[src/rtl/layer_3_pool_ctrl_pkg.sv]
// Shared types and constants for the layer-3 average-pooling sequencer and its datapath.
package layer_3_pool_pkg;

  typedef enum logic [1:0] {
    IDLE  = 2'd0,
    ACCUM = 2'd1,
    HOLD  = 2'd2
  } pool_state_e;

  localparam int unsigned DEF_WIN_BEATS = 4;
  localparam int unsigned DEF_N_WIN     = 25;
  localparam int unsigned POOL_LANES    = 16;
  localparam int unsigned POOL_LANE_W   = 16;
  localparam int unsigned POOL_ACC_W    = 18;

endpackage

[src/rtl/layer_3_pool_ctrl_if.sv]
// Beat input and window-result output handshakes of the layer-3 pooling sequencer.
interface layer_3_pool_ctrl_if;
  logic in_valid;
  logic in_ready;
  logic in_last;
  logic out_valid;
  logic out_ready;

  modport master (
    output in_valid, in_last, out_ready,
    input  in_ready, out_valid
  );

  modport slave (
    input  in_valid, in_last, out_ready,
    output in_ready, out_valid
  );
endinterface

[src/rtl/layer_3_pool_ctrl.sv]
// Layer-3 pooling sequencer: groups WIN_BEATS beats per window, N_WIN windows per frame.
// Optional LAYER3_POOL_CTRL_LAST_CHECK_EN adds the sticky in_last framing check (err_last).
module layer_3_pool_ctrl
  import layer_3_pool_pkg::*;
#(
  parameter int unsigned WIN_BEATS = DEF_WIN_BEATS,
  parameter int unsigned N_WIN     = DEF_N_WIN
) (
  input  logic                     clk,
  input  logic                     rst,
  input  logic                     start,
  layer_3_pool_ctrl_if.slave       bus,
  output logic                     acc_en,
  output logic                     acc_first,
  output logic                     busy,
  output logic                     frame_done,
  output logic [$clog2(N_WIN)-1:0] win_idx,
  output logic                     err_last
);

  localparam int unsigned BW = $clog2(WIN_BEATS);
  localparam int unsigned WW = $clog2(N_WIN);
  localparam logic [BW-1:0] LAST_BEAT = BW'(WIN_BEATS - 1);
  localparam logic [WW-1:0] LAST_WIN  = WW'(N_WIN - 1);

  pool_state_e   state, state_nxt;
  logic [BW-1:0] beat_cnt, beat_nxt;
  logic [WW-1:0] win_nxt;
  logic          in_ready_c;
  logic          out_valid_q;
  logic          handoff;
  logic          last_beat;
  logic          last_win;

  assign last_beat    = (beat_cnt == LAST_BEAT);
  assign last_win     = (win_idx == LAST_WIN);
  assign bus.in_ready  = in_ready_c;
  assign bus.out_valid = out_valid_q;

  always_comb begin
    state_nxt  = state;
    beat_nxt   = beat_cnt;
    win_nxt    = win_idx;
    in_ready_c = 1'b0;
    acc_en     = 1'b0;
    acc_first  = 1'b0;
    handoff    = 1'b0;
    case (state)
      IDLE: begin
        if (start) begin
          state_nxt = ACCUM;
          beat_nxt  = '0;
          win_nxt   = '0;
        end
      end
      ACCUM: begin
        in_ready_c = 1'b1;
        acc_en     = bus.in_valid;
        acc_first  = bus.in_valid && (beat_cnt == '0);
        if (bus.in_valid) begin
          if (last_beat) begin
            beat_nxt  = '0;
            state_nxt = HOLD;
          end else begin
            beat_nxt = beat_cnt + 1'b1;
          end
        end
      end
      HOLD: begin
        if (bus.out_ready) begin
          handoff = 1'b1;
          if (last_win) begin
            win_nxt   = '0;
            state_nxt = IDLE;
          end else begin
            win_nxt   = win_idx + 1'b1;
            state_nxt = ACCUM;
          end
        end
      end
      default: state_nxt = IDLE;
    endcase
  end

  // Status outputs are registered from the next state so they line up with it.
  always_ff @(posedge clk) begin
    if (rst) begin
      state       <= IDLE;
      beat_cnt    <= '0;
      win_idx     <= '0;
      out_valid_q <= 1'b0;
      busy        <= 1'b0;
      frame_done  <= 1'b0;
    end else begin
      state       <= state_nxt;
      beat_cnt    <= beat_nxt;
      win_idx     <= win_nxt;
      out_valid_q <= (state_nxt == HOLD);
      busy        <= (state_nxt != IDLE);
      frame_done  <= handoff && last_win;
    end
  end

`ifdef LAYER3_POOL_CTRL_LAST_CHECK_EN
  logic final_beat;
  assign final_beat = last_beat && last_win;

  // in_last must coincide exactly with the final beat of the final window.
  always_ff @(posedge clk) begin
    if (rst) begin
      err_last <= 1'b0;
    end else if (acc_en && (bus.in_last != final_beat)) begin
      err_last <= 1'b1;
    end
  end
`else
  logic unused_in_last;
  assign unused_in_last = bus.in_last;
  assign err_last       = 1'b0;
`endif

endmodule

[src/flat_wrapper.sv]
// flat-port wrapper written by rule: the top's interface ports become plain ports
module layer_3_pool_ctrl_flat import layer_3_pool_pkg::*;
#(
  parameter int unsigned WIN_BEATS = DEF_WIN_BEATS,
  parameter int unsigned N_WIN     = DEF_N_WIN
)
  (clk, rst, start, acc_en, acc_first, busy, frame_done, win_idx, err_last, bus_in_valid, bus_in_last, bus_out_ready, bus_in_ready, bus_out_valid);
  layer_3_pool_ctrl_if bus_i ();
  input  logic clk;
  input  logic rst;
  input  logic start;
  output logic acc_en;
  output logic acc_first;
  output logic busy;
  output logic frame_done;
  output logic [$clog2(N_WIN)-1:0] win_idx;
  output logic err_last;
  input wire logic [$bits(bus_i.in_valid)-1:0] bus_in_valid;
  input wire logic [$bits(bus_i.in_last)-1:0] bus_in_last;
  input wire logic [$bits(bus_i.out_ready)-1:0] bus_out_ready;
  output wire logic [$bits(bus_i.in_ready)-1:0] bus_in_ready;
  output wire logic [$bits(bus_i.out_valid)-1:0] bus_out_valid;
  assign bus_i.in_valid = bus_in_valid;
  assign bus_i.in_last = bus_in_last;
  assign bus_i.out_ready = bus_out_ready;
  assign bus_in_ready = bus_i.in_ready;
  assign bus_out_valid = bus_i.out_valid;
  layer_3_pool_ctrl #(.WIN_BEATS(WIN_BEATS), .N_WIN(N_WIN)) u_core (.clk(clk), .rst(rst), .start(start), .bus(bus_i), .acc_en(acc_en), .acc_first(acc_first), .busy(busy), .frame_done(frame_done), .win_idx(win_idx), .err_last(err_last));
endmodule
[config.mk]
export PLATFORM = sky130hd
export DESIGN_NAME = layer_3_pool_ctrl_flat
export DESIGN_NICKNAME = d
export VERILOG_FILES = /design/src/rtl/layer_3_pool_ctrl_pkg.sv /design/src/rtl/layer_3_pool_ctrl_if.sv /design/src/rtl/layer_3_pool_ctrl.sv /design/src/flat_wrapper.sv
export SDC_FILE = /design/constraint.sdc
export NUM_CORES = 1
export LEC_CHECK = 0
export ABC_AREA = 1
export ABC_CLOCK_PERIOD_IN_PS = 1200
export CAP_MARGIN = 20
export CORE_MARGIN = 2
export CORE_UTILIZATION = 30
export CTS_CLUSTER_DIAMETER = 120
export DETAILED_ROUTE_END_ITERATION = 8
export SYNTH_ARGS = -nofsm -noshare
export SYNTH_HDL_FRONTEND = slang
export SYNTH_SLANG_ARGS = --single-unit
[constraint.sdc]
create_clock -name clk -period 1.2 [get_ports clk]
set_input_delay 0.24 -clock clk [delete_from_list [all_inputs] [get_ports clk]]
set_output_delay 0.24 -clock clk [all_outputs]
set_load 0.02 [all_outputs]
==> reports/results.tsv <==
stage	metric	value	unit
status	status	complete, but fails checks	
status	failed_checks	negative setup slack	
clocking	hold_buffers	0	
clocking	insertion_delay	280	ps
setup_path	worst-r2r-cell-count	7	
synth	yosys.area.top_type_share	36.3	%
global_routing	grt_max_degree	8	
synth	synth_top_cell_by_area	dfxtp_1	
setup_path	start_kind	flip-flop	
global_routing	gr-max-usage-layer	met2	
clocking	clock_sinks	12	
synth	ys_seq_elements	12	
synth	yosysUniqueCellTypes	20	
routing	drt_iter0_markers	12	
setup_path	crit_type	flip-flop to output port	
floorplanning	initial_core_util	30.8	%
synth	yosys-top-cells-area	dfxtp_1, nand2_1, inv_1	
global_routing	use_met3	3.51	%
finish	syn_to_final_growth	63.7	%
routing	vias	697	
sta	hold_violations	0	
global_routing	groute.usage.overall	13.4	%
synth	syn_nets	108	
sta	rsz0062_at_grt	yes	
global_routing	overflow	0	
pwr	powerDensity	869	nW/um2
floorplanning	core_area	2150	um2
clocking	cts-root-buf	clkbuf_4	
floorplanning	io_pins	18	
global_routing	grt_pass1_wl	2.59	mm
synth	post_synth_inst_count	98	
routing	wl	1.57	mm
sta	finalSetupViolations	3	
finish	nFillCells	232	
synth	syn_area	662	um2
clocking	cts_tree	done	
floorplanning	dieArea	2600	um2
setup_path	critPathMaxFanout	2	
setup_path	cp.required	960	ps
synth	ys_seq_area_share	36.3	%
global_routing	grtUsageMet2	21.0	%
clocking	cts_max_path_buffers	2	
min_path	hold_depth	3	
place	hpwl	1.12	mm
finish	final_area	1080	um2
global_routing	antenna_found_initial	0	
sta	fin_crit_sh	109	%
place	portBuffers	15	
synth	synth_flop_cell	dfxtp_1	
routing	drc	0	
clocking	numCtsBuffers	3	
floorplanning	die_width	51.0	um
sta	max_clock_freq	762	MHz
synth	ys_warn_count	0	
finish	fin_util	50.4	%
sta	maxSlewViolCount	0	
floorplanning	rows	17	
global_routing	grt_pass1_vias	620	
routing	drt_first_pass_iters	4	
place	dp_slack	-550	ps
finish	seqCellArea	249	um2
sta	fin_ws	-113	ps
synth	synth_common_cells	nand2_1, inv_1, dfxtp_1	
finish	diodes	0	
setup_path	cp.arrival	1070	ps
place	dpl_cell_area	965	um2
routing	wl_per_cell	9.61	um
routing	via_per_inst	4.28	
sta	clock_skew	2.82	ps
synth	postSynth.asyncResetShare	0	%
global_routing	met1_usage	16.7	%
pwr	irDropWorstVdd	0.620	mV
clocking	cts-htree-levels	1	
place	gp_congestion	0.831	
routing	antenna_left	0	
flow_run	drv_cap	0	
min_path	min_path_type	flip-flop to flip-flop	
setup_path	end_kind	output port	
synth	syn_avg_cell_area	6.75	um2
pwr	p_leak	0.561	nW
synth	yosysMostFrequentCell	nand2_1	
synth	synth_edf_count	0	
sta	tns	-223	ps
finish	multi_input_area	403	um2
setup_path	r2r_setup_slack	60	ps
finish	drive_above_1_share	44.4	%
finish	nets	146	
sta	fin_crit	1310	ps
floorplanning	die_h	51.0	um
clocking	clk_pin_slew	80	ps
pwr	power	0.000942	W
-- worst max-delay path, cell delays in order (launching register included) --
cell	delay, ps
dfxtp_2	320
inv_1	60
ha_1	160
inv_2	40
nor2_4	90
buf_6	110
-- registers in the layout, indices dropped and copies added (netlist names) --
register and cells:
u_core.bus.out_valid 1, u_core.busy 1, u_core.state 2, u_core.win_idx 5
u_core.frame_done 1, u_core.beat_cnt 2
-- worst paths after layout --
path / start / to
worst max-delay path: u_core.beat_cnt[0] / acc_first
worst min-delay path: u_core.beat_cnt[0] / u_core.beat_cnt[0]
worst max register to register: u_core.win_idx[0] / u_core.busy
worst min register to register: u_core.beat_cnt[0] / u_core.beat_cnt[0]
-- routing by layer --
metal / part of all wire [%] / up-vias / routed length (um)
met1: 45 / 314 / 712
met3: 4.2 / 3 / 65
met5: 0 / - / 0
met4: 1.7 / 0 / 26
li1: - / 366 / -
met2: 49 / 14 / 761
-- layout by cell type (no fill, tap or decap), drive strengths merged --
cell type      netlist  layout
nand2               28      28
buf                  1      23
inv                 21      21
nor2                13      13
dfxtp               12      12
nand3                7       7
clkbuf               0       7
clkdlybuf4s50        0       4
o21ai                4       4
ha                   4       4
clkdlybuf4s15        0       3
a21oi                3       3
nor3                 1       1
or2                  1       1
a22oi                1       1
nand4                1       1
conb                 1       1
dlygate4sd2          0       1
-- through the flow --
stage / std cells / hold slack, ps
floorplan: 98 / 302
global placement: 156 / 585
detailed placement: 156 / 603
CTS: 162 / 622
global route: 163 / 630
finish: 163 / 613
-- cell families (layout without fill, tap and decap cells) --
logic type / count (synthesis) / in the layout / share of synthesized area, %
fa+ha+maj: 4 / 4 / 7.56
buf+inv: 22 / 59 / 13.0
flops: 12 / 12 / 36.3
compound gates: 8 / 8 / 6.43
other cells: 1 / 1 / 0.567
simple gates: 51 / 51 / 36.1
-- repair_timing --
item | CTS | global route
gates cloned | 0 | 0
resized for setup | 33 | 34
endpoints found under the hold margin | 0 | 0
endpoints found under the setup margin | 14 | 19
buffers inserted | 2 | 2
pin swaps | 1 | 14
-- layout make-up --
| type | instances | share of cell area, % |
|---|---|---|
| Multi-Input combinational cell | 64 | 37.2 |
| Timing Repair Buffer | 34 | 25.8 |
| Sequential cell | 12 | 23.0 |
| Tap cell | 28 | 3.23 |
| Inverter | 21 | 7.51 |
| Clock buffer | 4 | 3.35 |
-- where the power goes --
| group | total, W | leakage, nW | internal [W] | switching [W] |
|---|---|---|---|---|
| Combinational | 0.000195 | 0.440 | 0.0000950 | 0.000100 |
| Sequential | 0.000416 | 0.100 | 0.000410 | 0.00000602 |
| Clock | 0.000331 | 0.0210 | 0.000185 | 0.000146 |
| Total | 0.000942 | 0.561 | 0.000690 | 0.000252 |
(Power assumes the default switching activity.)
